### src/rtl/mkio_rt_sequencer_pkg.sv
// Shared types and constants for the MKIO remote-terminal sequencer.
package mkio_rt_sequencer_pkg;

  typedef enum logic [2:0] {
    ST_IDLE,
    ST_RX_DATA,
    ST_GAP,
    ST_TX_STATUS,
    ST_TX_FETCH,
    ST_TX_DATA,
    ST_TX_WAIT
  } state_e;

  localparam int unsigned STS_ME_BIT     = 10;
  localparam int unsigned STS_SVC_BIT    = 8;
  localparam int unsigned STS_BUSY_BIT   = 3;
  localparam int unsigned STS_SUBSYS_BIT = 2;

  localparam logic CD_CMD  = 1'b0;
  localparam logic CD_DATA = 1'b1;

  // A word-count field of zero stands for 32 words.
  function automatic logic [5:0] wc_to_count(input logic [4:0] wc);
    return (wc == 5'd0) ? 6'd32 : {1'b0, wc};
  endfunction

  function automatic logic [15:0] status_word(input logic [4:0] addr, input logic me,
                                              input logic svc, input logic busy,
                                              input logic subsys);
    logic [15:0] w;
    w                 = '0;
    w[15:11]          = addr;
    w[STS_ME_BIT]     = me;
    w[STS_SVC_BIT]    = svc;
    w[STS_BUSY_BIT]   = busy;
    w[STS_SUBSYS_BIT] = subsys;
    return w;
  endfunction

endpackage

### src/rtl/mkio_rt_sequencer_gap_timer.sv
// Loadable 16-bit down-counter; expire_o is high for the single cycle the count sits at 1.
module mkio_gap_timer (
  input  logic        clk_i,
  input  logic        rst_ni,
  input  logic        load_i,
  input  logic [15:0] load_val_i,
  output logic        expire_o
);

  logic [15:0] cnt_q, cnt_d;

  always_comb begin
    cnt_d = cnt_q;
    if (load_i)             cnt_d = load_val_i;
    else if (cnt_q != '0)   cnt_d = cnt_q - 16'd1;
  end

  always_ff @(posedge clk_i or negedge rst_ni) begin
    if (!rst_ni) cnt_q <= '0;
    else         cnt_q <= cnt_d;
  end

  assign expire_o = (cnt_q == 16'd1);

endmodule

### src/rtl/mkio_rt_sequencer.sv
// MIL-STD-1553 remote-terminal message sequencer: command decode, RX buffer writes,
// response gap / word timeouts, status word and TX-buffer word streaming.
module mkio_rt_sequencer
  import mkio_rt_sequencer_pkg::*;
#(
  parameter logic [4:0]  ADDRESS     = 5'd1,
  parameter logic [4:0]  SUBADDR_RX  = 5'd3,
  parameter logic [4:0]  SUBADDR_TX  = 5'd5,
  parameter logic [15:0] GAP_CYC     = 16'd96,
  parameter logic [15:0] WORD_TO_CYC = 16'd400
) (
  input  logic        clk,
  input  logic        reset,
  input  logic        rx_done,
  input  logic [15:0] rx_data,
  input  logic        rx_cd,
  input  logic        p_error,
  output logic        tx_ready,
  output logic [15:0] tx_data,
  output logic        tx_cd,
  input  logic        tx_busy,
  output logic        wr_en,
  output logic [4:0]  wr_addr,
  output logic [15:0] wr_data,
  output logic        rd_req,
  output logic [4:0]  rd_addr,
  input  logic [15:0] rd_data,
  input  logic        svc_req,
  input  logic        subsys_flag,
  input  logic        dev_busy,
  output logic        busy_rx,
  output logic        busy_tx,
  output logic        msg_done,
  output logic        msg_err
);

  state_e      state_q, state_d;
  logic        me_q, me_d, tr_q, tr_d, dbusy_q, dbusy_d;
  logic        fetch_q, fetch_d, rise_q, rise_d, tx_cd_q, tx_cd_d;
  logic [4:0]  wc_q, wc_d;
  logic [5:0]  idx_q, idx_d;
  logic [15:0] word_q, word_d, tx_data_q, tx_data_d;
  logic        tmr_load, tmr_exp;
  logic [15:0] tmr_val;
  logic        cmd_valid, cmd_rx, cmd_tx, data_ok, accept, status_only;
  logic [5:0]  wc_cnt;

  mkio_gap_timer u_timer (
    .clk_i      (clk),
    .rst_ni     (reset),
    .load_i     (tmr_load),
    .load_val_i (tmr_val),
    .expire_o   (tmr_exp)
  );

  assign cmd_valid   = rx_done & (rx_cd == CD_CMD) & ~p_error & (rx_data[15:11] == ADDRESS);
  assign cmd_rx      = cmd_valid & ~rx_data[10] & (rx_data[9:5] == SUBADDR_RX);
  assign cmd_tx      = cmd_valid &  rx_data[10] & (rx_data[9:5] == SUBADDR_TX);
  assign data_ok     = rx_done & (rx_cd == CD_DATA) & ~p_error;
  assign status_only = ~tr_q | dbusy_q;
  assign wc_cnt      = wc_to_count(wc_q);

  always_comb begin
    state_d   = state_q;
    me_d      = me_q;
    tr_d      = tr_q;
    dbusy_d   = dbusy_q;
    fetch_d   = fetch_q;
    rise_d    = rise_q;
    wc_d      = wc_q;
    idx_d     = idx_q;
    word_d    = word_q;
    tx_data_d = tx_data_q;
    tx_cd_d   = tx_cd_q;
    tmr_load  = 1'b0;
    tmr_val   = WORD_TO_CYC;
    tx_ready  = 1'b0;
    wr_en     = 1'b0;
    rd_req    = 1'b0;
    msg_done  = 1'b0;
    msg_err   = 1'b0;
    accept    = 1'b0;

    unique case (state_q)
      ST_IDLE: accept = 1'b1;
      ST_RX_DATA: begin
        if (cmd_valid) begin
          me_d = 1'b1; msg_err = 1'b1; state_d = ST_IDLE; accept = 1'b1;
        end else if (rx_done && p_error) begin
          me_d = 1'b1; msg_err = 1'b1; state_d = ST_IDLE;
        end else if (data_ok) begin
          wr_en    = ~dbusy_q;
          idx_d    = idx_q + 6'd1;
          tmr_load = 1'b1;
          if (idx_q + 6'd1 == wc_cnt) begin
            state_d = ST_GAP;
            tmr_val = GAP_CYC;
          end
        end else if (tmr_exp) begin
          me_d = 1'b1; msg_err = 1'b1; state_d = ST_IDLE;
        end
      end
      ST_GAP: begin
        if (cmd_valid) begin
          me_d = 1'b1; msg_err = 1'b1; state_d = ST_IDLE; accept = 1'b1;
        end else if (rx_done && rx_cd == CD_DATA) begin
          me_d = 1'b1; msg_err = 1'b1; state_d = ST_IDLE;
        end else if (tmr_exp) begin
          state_d = ST_TX_STATUS;
        end
      end
      ST_TX_STATUS: begin
        if (!tx_busy) begin
          tx_ready  = 1'b1;
          tx_data_d = status_word(ADDRESS, me_q, svc_req, dev_busy, subsys_flag);
          tx_cd_d   = CD_CMD;
          me_d      = 1'b0;
          if (status_only) begin
            state_d = ST_TX_WAIT; rise_d = 1'b0; tmr_load = 1'b1;
          end else begin
            state_d = ST_TX_FETCH; fetch_d = 1'b0;
          end
        end
      end
      // Two cycles: strobe rd_req, then capture rd_data once the buffer has answered.
      ST_TX_FETCH: begin
        if (!fetch_q) begin
          rd_req  = 1'b1;
          fetch_d = 1'b1;
        end else begin
          word_d  = rd_data;
          state_d = ST_TX_DATA;
        end
      end
      ST_TX_DATA: begin
        if (!tx_busy) begin
          tx_ready  = 1'b1;
          tx_data_d = word_q;
          tx_cd_d   = CD_DATA;
          idx_d     = idx_q + 6'd1;
          state_d   = ST_TX_WAIT;
          rise_d    = 1'b0;
          tmr_load  = 1'b1;
        end
      end
      ST_TX_WAIT: begin
        if (tmr_exp) begin
          msg_err = 1'b1; state_d = ST_IDLE;
        end else if (!rise_q) begin
          if (tx_busy) begin
            rise_d = 1'b1; tmr_load = 1'b1;
          end
        end else if (!tx_busy) begin
          if (status_only || idx_q == wc_cnt) begin
            msg_done = 1'b1; state_d = ST_IDLE;
          end else begin
            state_d = ST_TX_FETCH; fetch_d = 1'b0;
          end
        end
      end
      default: state_d = ST_IDLE;
    endcase

    // A superseding command is decoded in the same cycle the old message is aborted.
    if (accept && (cmd_rx || cmd_tx)) begin
      tr_d     = rx_data[10];
      wc_d     = rx_data[4:0];
      dbusy_d  = dev_busy;
      idx_d    = '0;
      tmr_load = 1'b1;
      if (cmd_rx) begin
        state_d = ST_RX_DATA;
        tmr_val = WORD_TO_CYC;
      end else begin
        state_d = ST_GAP;
        tmr_val = GAP_CYC;
      end
    end
  end

  always_ff @(posedge clk or negedge reset) begin
    if (!reset) begin
      state_q   <= ST_IDLE;
      me_q      <= 1'b0;
      tr_q      <= 1'b0;
      dbusy_q   <= 1'b0;
      fetch_q   <= 1'b0;
      rise_q    <= 1'b0;
      wc_q      <= '0;
      idx_q     <= '0;
      word_q    <= '0;
      tx_data_q <= '0;
      tx_cd_q   <= 1'b0;
    end else begin
      state_q   <= state_d;
      me_q      <= me_d;
      tr_q      <= tr_d;
      dbusy_q   <= dbusy_d;
      fetch_q   <= fetch_d;
      rise_q    <= rise_d;
      wc_q      <= wc_d;
      idx_q     <= idx_d;
      word_q    <= word_d;
      tx_data_q <= tx_data_d;
      tx_cd_q   <= tx_cd_d;
    end
  end

  assign tx_data = tx_data_d;
  assign tx_cd   = tx_cd_d;
  assign wr_addr = wr_en  ? idx_q[4:0] : '0;
  assign wr_data = wr_en  ? rx_data    : '0;
  assign rd_addr = rd_req ? idx_q[4:0] : '0;
  assign busy_rx = (state_q == ST_RX_DATA) & ~dbusy_q;
  assign busy_tx = ((state_q == ST_TX_FETCH) | (state_q == ST_TX_DATA) |
                    (state_q == ST_TX_WAIT)) & ~status_only;

endmodule

### config.mk
export PLATFORM = sky130hd
export DESIGN_NAME = mkio_rt_sequencer
export DESIGN_NICKNAME = d
export VERILOG_FILES = /design/src/rtl/mkio_rt_sequencer_pkg.sv /design/src/rtl/mkio_rt_sequencer_gap_timer.sv /design/src/rtl/mkio_rt_sequencer.sv
export SDC_FILE = /design/constraint.sdc
export NUM_CORES = 1
export LEC_CHECK = 0
export CORE_MARGIN = 2
export CORE_UTILIZATION = 30
export CTS_CLUSTER_DIAMETER = 100
export DETAILED_ROUTE_END_ITERATION = 16
export MAX_ROUTING_LAYER = met4
export RECOVER_POWER = 25
export SLEW_MARGIN = 20
export SYNTH_ARGS = -nofsm -noshare
export SYNTH_HDL_FRONTEND = slang
export SYNTH_HIERARCHICAL = 1
export SYNTH_SLANG_ARGS = --single-unit
### constraint.sdc
create_clock -name clk -period 3.5 [get_ports clk]
set_input_delay 0.7 -clock clk [delete_from_list [all_inputs] [get_ports clk]]
set_output_delay 0.7 -clock clk [all_outputs]
set_load 0.02 [all_outputs]
==> metrics.txt <==
Layout fillers 1,288; setup tns final 0 ps; violated checks max-capacitance violations, max-slew violations; Ports 91; Seq/Total Area, Yosys 0.4170; Slew @ Worst Pin 1921 ps; vias per cell 4.924; Crit Path Category in2out; final worst-path cycle share 0.9727; crit start category input pin; # Max-Cap Violations 1; footprint of the multi-input gates 2261 um^2; worst hold slack 394.7 ps; Die W 120.6 um; R2R cell count 11; Post-synth EDFFs 0; Final setup viols 0; Synth warnings 6; Final WS setup 95.51 ps; Synth cell types 74; met2 usage 0.2323; VDD IR-drop max 0.0002480 V; DRT antenna net count 0; Synth area leader dfrtp_1; number of global-route vias before repair 3,403; first-pass GRT wire length 17.15 mm; Clock Skews 6.241 ps; synth top area cells dfrtp_1 42%, mux2_2 5.8%, and2_1 4.1%, nor2_1 3.8%, a22o_1 3.0%; Die Footprint 14,550 um^2; Worst-path clk slew 50 ps; ANT cells 0; number of clock sinks 68; TritonRoute pass-1 iters 5; Clock Tree Root clkbuf_16; Clock Path Buffers 2; min Tclk post-route 3404 ps; FP Rows 42; Avg Inst Size Synth 9.808 um^2; Worst-Skew Late Latency 320 ps; Pleak 2.812 nW; met1 Usage GRT 0.2043; register area 1702 um^2; post-synthesis cell count 416; RePlAce Congestion 0.8634; commonest cells in the netlist 68 x dfrtp_1, 41 x nor2_1, 32 x nand2_1, 27 x and2_1, 21 x mux2_2; Worst slew margin -0.2808; utilization after layout 0.4290; GRT Residual Overflow 0; RSZ-0062 raised after global routing false; die extent in y 120.6 um; total track usage 0.1509; Synth top area share 0.4170; WP data required 2800 ps; CTS tree done; DR WL/cell 14.51 um; final hold vios 0; met3 usage in global routing 0.02075; Setup crit end kind output pin; Peak Freq 293.7 MHz; initial antenna violation count 0; GRT Max-Usage Layer met2; Slew Viols, Final 36; R2R Setup Slk 700 ps; Reg2Reg Capture Point u_timer/cnt_q[15]; reg-to-reg critical path startpoint u_timer/cnt_q[14]; Synth async-reset ratio 1.000; Via Count 3,501; Buffers on Ports 90; share of cells above drive strength 1 0.1626; Worst Path Arrival 2700 ps; drc violations 0; Synth Flop Type dfrtp_1; Crit Path Max Fanout 11; P&R area growth vs syn 39.25%; HPWL Detailed 7.705 mm; total power 2.330 mW; initial core utilization 0.3081; Max H-tree Level 3; pin count of the biggest net entering global routing 36; Total Routed Length 10.32 mm; cell area power density 410.0 nW/um^2; Post-Syn Area 4080 um^2; Core Area 13,240 um^2; hold_buf cts 0; TritonCTS buffer count 9; FF+latch count, synth 68; nets 574; Min-Delay Path Class in2async; DP Worst Slack -55.12 ps; Initial DRC Count 160; top-count cell post-synth dfrtp_1; outcome finished, violations left
## timing repair
action | 4_1_cts | 5_1_grt
pin swaps | 0 | 1
buffers inserted | 0 | 1
gates resized for setup | 3 | 23
setup endpoints to repair | 17 | 22
## where the power goes
part / switching (mW) / internal [mW]
registers: 0.132 / 0.854
clock network: 0.327 / 0.642
logic: 0.182 / 0.191
## state kept, by name, summed over array words and instances, names as in the netlist, 3 cells and up
signal	count
tx_data_q	16
u_timer/cnt_q	16
word_q	16
idx_q	6
wc_q	5
state_q	3
## critical path, stage by stage
cell	delay (ps)
clkdlybuf4s50_1	450
nand2b_1	180
buf_4	180
nor2_1	160
buf_4	220
a22o_1	200
clkdlybuf4s50_1	610
## how the worst max path moves through the flow
stage,start,cells after the start,slack (ps),end
after floorplan,tx_busy,6,780,tx_cd
after global placement,rx_cd,7,-7,wr_data[7]
after detailed placement,rx_cd,7,-60,wr_data[10]
after CTS,rx_cd,7,2,wr_addr[1]
after global routing,tx_busy,8,0.8,tx_data[10]
final,tx_busy,7,100,tx_data[13]
## cell families after synthesis
logic type / synth area share
AOI/OAI and AO/OA: 0.1497
xor gates and xnor gates: 0.04416
adders and majority gates: 0.009201
buffers and inverters: 0.03925
DFF: 0.4170
muxes: 0.07084
other: 0.0009191
and+or+nand+nor: 0.2689
## final cells by class
| type | instances | share of cell area |
|---|---|---|
| Sequential cell | 68 | 0.2995 |
| Clock buffer | 10 | 0.04206 |
| Tap cell | 176 | 0.03876 |
| Inverter | 10 | 0.006606 |
| Clock inverter | 6 | 0.01542 |
| Multi-Input combinational cell | 325 | 0.3979 |
| Timing Repair Buffer | 116 | 0.1997 |
## layout by cell type, fill, tap and decap left out, types with 9 or more instances in the layout
cell type / count
clkdlybuf4s50_1: 65
dfrtp_1: 68
buf_4: 24
clkbuf_16: 9
mux2_2: 21
xnor2_1: 11
nand3_1: 12
conb_1: 11
dlymetal6s2s_1: 22
o21ai_0: 12
and2_1: 27
a22o_1: 14
nand2_1: 32
a21oi_1: 18
nand2b_1: 10
nor2_1: 39
inv_1: 9
## metal layers
| layer | up-vias | part of all wire | wire [um] |
|---|---|---|---|
| li1 | 1709 | - | - |
| met1 | 1693 | 0.47 | 4868 |
| met2 | 93 | 0.47 | 4853 |
| met3 | 6 | 0.046 | 477 |
| met4 | 0 | 0.011 | 118 |
| met5 | - | 0 | 0 |
## through the flow
step | area (um^2) | std cells
5_1_grt | 5682 | 711
2_1_floorplan | 4118 | 426
3_3_place_gp | 5299 | 694
4_1_cts | 5625 | 710
3_5_place_dp | 5299 | 694
6_report | 5682 | 711
(Power assumes the default switching activity.)
